[src/rtl/ann_pkg.sv]
// Shared ANN datapath definitions: default widths, counter index width
// and the neuron sequencer FSM state encoding.
package ann_pkg;

    localparam int DATA_W_DEF = 8;
    localparam int ACC_W_DEF  = 20;
    localparam int IDX_W      = 4;

    typedef enum logic [1:0] {
        IDLE  = 2'd0,
        ACCUM = 2'd1,
        DONE  = 2'd2
    } state_t;

endpackage

[src/rtl/neuron_mult.sv]
// Combinational signed DATA_W x DATA_W multiplier.
// The full-precision product is sign-extended to ACC_W.
module neuron_mult
    import ann_pkg::*;
#(
    parameter int DATA_W = DATA_W_DEF,
    parameter int ACC_W  = ACC_W_DEF
) (
    input  logic signed [DATA_W-1:0] i_a,
    input  logic signed [DATA_W-1:0] i_b,
    output logic signed [ACC_W-1:0]  o_p
);

    logic signed [2*DATA_W-1:0] w_full;

    assign w_full = i_a * i_b;
    assign o_p    = {{(ACC_W-2*DATA_W){w_full[2*DATA_W-1]}}, w_full};

endmodule

[src/rtl/neuron_mac_seq.sv]
// Single-neuron MAC sequencer fed by the 4-bit term counter.
// Define NEURON_RELU_EN to apply ReLU to the result loaded into y.
module neuron_mac_seq
    import ann_pkg::*;
#(
    parameter int DATA_W  = DATA_W_DEF,
    parameter int ACC_W   = ACC_W_DEF,
    parameter int N_TERMS = 9
) (
    input  logic                     clk,
    input  logic                     res,
    input  logic [IDX_W-1:0]         idx,
    input  logic signed [DATA_W-1:0] x_in,
    input  logic signed [DATA_W-1:0] w_in,
    input  logic                     in_valid,
    output logic                     in_ready,
    output logic signed [ACC_W-1:0]  y,
    output logic                     y_valid,
    input  logic                     y_ready,
    output logic                     cnt_res,
    output logic                     err_seq
);

    localparam logic [IDX_W-1:0] LAST_IDX = IDX_W'(N_TERMS - 1);

    state_t                   r_state;
    logic signed [ACC_W-1:0]  r_acc;
    logic [IDX_W-1:0]         r_exp_idx;
    logic signed [ACC_W-1:0]  r_y;
    logic                     r_y_valid;
    logic                     r_cnt_res;
    logic                     r_err_seq;

    state_t                   w_state_nx;
    logic signed [ACC_W-1:0]  w_acc_nx;
    logic [IDX_W-1:0]         w_exp_idx_nx;
    logic signed [ACC_W-1:0]  w_y_nx;
    logic                     w_y_valid_nx;
    logic                     w_cnt_res_nx;
    logic                     w_err_seq_nx;

    logic signed [ACC_W-1:0]  w_prod;
    logic signed [ACC_W-1:0]  w_acc_sum;
    logic                     w_accept;

    function automatic logic signed [ACC_W-1:0] act(
        input logic signed [ACC_W-1:0] v
    );
`ifdef NEURON_RELU_EN
        return v[ACC_W-1] ? '0 : v;
`else
        return v;
`endif
    endfunction

    neuron_mult #(
        .DATA_W (DATA_W),
        .ACC_W  (ACC_W)
    ) u_mult (
        .i_a (x_in),
        .i_b (w_in),
        .o_p (w_prod)
    );

    assign in_ready  = (r_state != DONE);
    assign w_accept  = in_valid && in_ready;
    assign w_acc_sum = r_acc + w_prod;

    always_comb begin
        w_state_nx   = r_state;
        w_acc_nx     = r_acc;
        w_exp_idx_nx = r_exp_idx;
        w_y_nx       = r_y;
        w_y_valid_nx = r_y_valid;
        w_cnt_res_nx = 1'b0;
        w_err_seq_nx = 1'b0;
        unique case (r_state)
            IDLE: begin
                if (w_accept) begin
                    if (idx == '0) begin
                        w_acc_nx     = w_prod;
                        w_exp_idx_nx = IDX_W'(1);
                        if (N_TERMS == 1) begin
                            w_state_nx   = DONE;
                            w_y_nx       = act(w_prod);
                            w_y_valid_nx = 1'b1;
                        end else begin
                            w_state_nx = ACCUM;
                        end
                    end else begin
                        w_err_seq_nx = 1'b1;
                        w_cnt_res_nx = 1'b1;
                    end
                end
            end
            ACCUM: begin
                if (w_accept) begin
                    if (idx == r_exp_idx) begin
                        w_acc_nx     = w_acc_sum;
                        w_exp_idx_nx = r_exp_idx + IDX_W'(1);
                        if (idx == LAST_IDX) begin
                            w_state_nx   = DONE;
                            w_y_nx       = act(w_acc_sum);
                            w_y_valid_nx = 1'b1;
                        end
                    end else begin
                        // Out-of-order term: drop the partial sum and
                        // restart the counter so both sides resync at 0.
                        w_acc_nx     = '0;
                        w_exp_idx_nx = '0;
                        w_err_seq_nx = 1'b1;
                        w_cnt_res_nx = 1'b1;
                        w_state_nx   = IDLE;
                    end
                end
            end
            DONE: begin
                if (r_y_valid && y_ready) begin
                    w_y_valid_nx = 1'b0;
                    w_cnt_res_nx = 1'b1;
                    w_acc_nx     = '0;
                    w_exp_idx_nx = '0;
                    w_state_nx   = IDLE;
                end
            end
            default: begin
                w_state_nx = IDLE;
            end
        endcase
    end

    always_ff @(posedge clk) begin
        if (res) begin
            r_state   <= IDLE;
            r_acc     <= '0;
            r_exp_idx <= '0;
            r_y       <= '0;
            r_y_valid <= 1'b0;
            r_cnt_res <= 1'b1;
            r_err_seq <= 1'b0;
        end else begin
            r_state   <= w_state_nx;
            r_acc     <= w_acc_nx;
            r_exp_idx <= w_exp_idx_nx;
            r_y       <= w_y_nx;
            r_y_valid <= w_y_valid_nx;
            r_cnt_res <= w_cnt_res_nx;
            r_err_seq <= w_err_seq_nx;
        end
    end

    assign y       = r_y;
    assign y_valid = r_y_valid;
    assign cnt_res = r_cnt_res;
    assign err_seq = r_err_seq;

endmodule

[config.mk]
export PLATFORM = sky130hd
export DESIGN_NAME = neuron_mac_seq
export DESIGN_NICKNAME = d
export VERILOG_FILES = /design/src/rtl/ann_pkg.sv /design/src/rtl/neuron_mult.sv /design/src/rtl/neuron_mac_seq.sv
export SDC_FILE = /design/constraint.sdc
export NUM_CORES = 1
export LEC_CHECK = 0
export CORE_MARGIN = 10
export CORE_UTILIZATION = 42
export CTS_CLUSTER_SIZE = 14
export DETAILED_ROUTE_END_ITERATION = 12
export GPL_ROUTABILITY_DRIVEN = 1
export SETUP_SLACK_MARGIN = 0.3
export SLEW_MARGIN = 20
export SYNTH_ARGS = -nofsm -noshare
export SYNTH_HDL_FRONTEND = slang
export SYNTH_SLANG_ARGS = --single-unit
[constraint.sdc]
create_clock -name clk -period 7.9 [get_ports clk]
set_clock_uncertainty 0.1 [all_clocks]
set_input_delay 1.185 -clock clk [delete_from_list [all_inputs] [get_ports clk]]
set_output_delay 1.185 -clock clk [all_outputs]
set_load 0.05 [all_outputs]
==> metrics <==
status finished clean; placed inst area 0.00613 mm²; final hold viol count 0; 1st-pass router iterations 4; Rel. slew slack 0.492; crit path from x_in[4]; CTS Buf Count 5; Synth async-reset ratio 0; vias in the first global route 4,629; total negative slack 0 ps; PD cells 347 mW/mm²; reg2reg end r_acc[18]$_SDFFE_PP0P_; WP data arrival 7350 ps; final max-slew violation count 0; overflow left after global routing 0; worst setup path end r_acc[19]$_SDFFE_PP0P_; Worst R2R Setup Slack 5130 ps; RSZ-0062 raised after global routing false; Cells after Synth 659; minimum clock period 7230 ps; CTS resizes 0; Core ar. 0.0127 mm²; Post-synth EDFFs 0; Clock Latency Late Sink 290 ps; Setup WS post-layout 672 ps; Vert. Die Dim 134 µm; routed via count 4,456; hold buffers post-CTS 0; critical path required time 8020 ps; leakage 0.00283 µW; HP Class reg2reg; H-tree lvl count 2; Total GRT Usage 0.142; Synthesized Nets 794; drt wl/cell 14.3 µm; TritonCTS clock tree built; Vias per Instance 5.10; die area 0.0180 mm²; Yosys reg bits 49; Avg Inst Size Synth 8.31 µm²; final hold slack 352 ps; RD Place Congestion 0.869; Detailed Route Iter0 Violations 134; Clock Tree Buf Depth 2; share of layout cells above drive strength 1 0.0442; initial antenna violation count 0; final wirelength 12,500 µm; Detail Route Antenna Nets 0; Post-CTS Setup Bufs 0; CP Launch Type input pin; Nets 836; R2R depth 12; library cells used by synthesis 53; Worst R2R Start r_acc[0]$_SDFFE_PP0P_; Synth warnings 0; post-route cell area 0.00635 mm²; max-cap violation count 0; worst vdd ir 0.215 mV; Initial Util 0.431; crit-path max FO 8; fin crit share 0.915; IO buf count 47; Syn Std Cell Area 0.00548 mm²; Worst-Margin Slew 761 ps; Post-DP HPWL 10,300 µm; ANT cells 0; DRC 0; pin count of the biggest net entering global routing 51; area grow syn2layout 15.9%; Max Fclk 138 MHz; clock-pin slew on the worst setup and hold paths 70 ps; pre-CTS WS 301 ps; count of final setup violators 0; Sink Count 49; Die X 134 µm; Seq/Total Area, Yosys 0.179; IO Pins 48; first-pass GRT wire length 21,800 µm; FP Rows 41; critical path class in2reg; CP endpoint kind flip-flop; CTS Root Cell clkbuf_16; Post-synth top flop dfxtp_1
## area by class of cell
class | instances | area (µm²)
flip-flops and latches | 49 | 981
well taps | 172 | 215
multi-input cells | 492 | 4060
clock buffers | 6 | 139
clock inverters | 2 | 37.5
repair buffers | 52 | 538
inverters | 101 | 379
fillers | 1309 | 6380
## kinds of logic after synthesis
logic type | Yosys count | share of synthesized area
AO/OA/AOI/OAI | 130 | 0.158
XOR/XNOR | 34 | 0.0544
adder cells (fa/ha/maj) | 111 | 0.330
buffers and inverters | 118 | 0.0822
flip-flops | 49 | 0.179
multiplexers | 1 | 0.00206
AND/OR/NAND/NOR | 216 | 0.194
## synthesized netlist by cell type (3+ instances only)
cell type	number	share of area
or3_1	5	0.0057
clkbuf_1	11	0.0075
a221oi_1	5	0.0080
buf_2	6	0.0055
nand2_1	60	0.041
nor2b_1	7	0.0080
dfxtp_1	49	0.18
nand2b_1	3	0.0034
xor2_1	10	0.016
a22oi_1	3	0.0041
nand3_1	12	0.011
nor2_1	45	0.031
xnor2_1	24	0.038
a31oi_1	3	0.0034
o21a_1	10	0.014
fa_1	56	0.20
nor3_1	20	0.018
o221ai_1	3	0.0048
ha_1	55	0.13
o21ai_0	4	0.0037
o21bai_1	4	0.0055
inv_1	100	0.069
and2_1	48	0.055
o21ai_1	15	0.014
a21o_1	3	0.0041
a21oi_2	3	0.0048
and3_1	5	0.0057
a21oi_1	49	0.045
a211oi_1	9	0.012
## metrics by stage
step | power, µW | instances | util
after floorplan | 1600 | 659 | -
after global placement | 1930 | 865 | 0.481
after detailed placement | 1940 | 865 | 0.482
after CTS | 2210 | 873 | 0.495
after global routing | 2450 | 874 | 0.499
final | 2200 | 874 | 0.499
## worst min path at each step
stage / from / to / slack, ps / cells past startpoint
CTS: y[11]$_SDFFE_PP0P_ / y[11]$_SDFFE_PP0P_ / 360 / 2
floorplan: r_acc[6]$_SDFFE_PP0P_ / r_acc[6]$_SDFFE_PP0P_ / 370 / 2
global placement: y[11]$_SDFFE_PP0P_ / y[11]$_SDFFE_PP0P_ / 340 / 2
detailed placement: y[2]$_SDFFE_PP0P_ / y[2]$_SDFFE_PP0P_ / 350 / 2
finish: y[11]$_SDFFE_PP0P_ / y[11]$_SDFFE_PP0P_ / 350 / 2
global route: y[17]$_SDFFE_PP0P_ / y[17]$_SDFFE_PP0P_ / 380 / 2
## state kept, by name, indices dropped and copies added (netlist names)
signal and flops:
cnt_res 1, r_acc 20, r_exp_idx 4, y 20, r_state 2, err_seq 1, y_valid 1
## layout by cell type, fill, tap and decap left out, types with 3 or more instances in the layout
master	netlist	final
a211oi_1	9	9
a21o_1	3	3
a21oi_1	49	49
a21oi_2	3	3
a221oi_1	5	5
a22oi_1	3	3
a31oi_1	3	3
and2_1	48	48
and3_1	5	5
buf_4	0	4
clkbuf_16	0	5
clkdlybuf4s50_1	0	37
dfxtp_1	49	49
dlymetal6s2s_1	0	9
fa_1	56	56
ha_1	55	55
inv_1	100	100
nand2_1	60	60
nand2b_1	3	3
nand3_1	12	12
nor2_1	45	43
nor2b_1	7	7
nor3_1	20	19
o21a_1	10	10
o21ai_0	4	4
o21ai_1	15	15
o21bai_1	4	4
o221ai_1	3	3
or3_1	5	5
xnor2_1	24	24
xor2_1	10	10
## critical path, cell delays in order
cell             delay (ps)
clkdlybuf4s50_1         540
and2_1                  230
fa_1                    500
inv_1                    50
fa_1                    470
inv_1                    50
fa_1                    530
inv_1                    60
fa_1                    520
inv_1                    40
ha_1                    330
a21oi_2                 180
o21bai_1                100
a2111o_1                440
a31o_1                  230
a21oi_2                 140
xnor2_1                 150
ha_1                    330
or2_2                   300
a21oi_1                 140
a31oi_1                  70
o41a_1                  340
xnor2_1                 180
a21oi_1                 100
nor3_2                  130
## where the power goes
| part | internal (µW) | switching, µW |
|---|---|---|
| sequential | 256 | 5.51 |
| clock | 158 | 93.6 |
| combinational | 721 | 969 |
## per-layer routing
layer | global-route usage | vias up | part of all wire | routed length (µm)
li1 | - | 2251 | - | -
met1 | 0.182 | 2107 | 0.47 | 5920
met2 | 0.247 | 88 | 0.48 | 5980
met3 | 0.0161 | 10 | 0.033 | 415
met4 | 0.0393 | 0 | 0.014 | 173
met5 | 0 | - | 0 | 0
No activity file was read; power rests on OpenSTA's default activity.
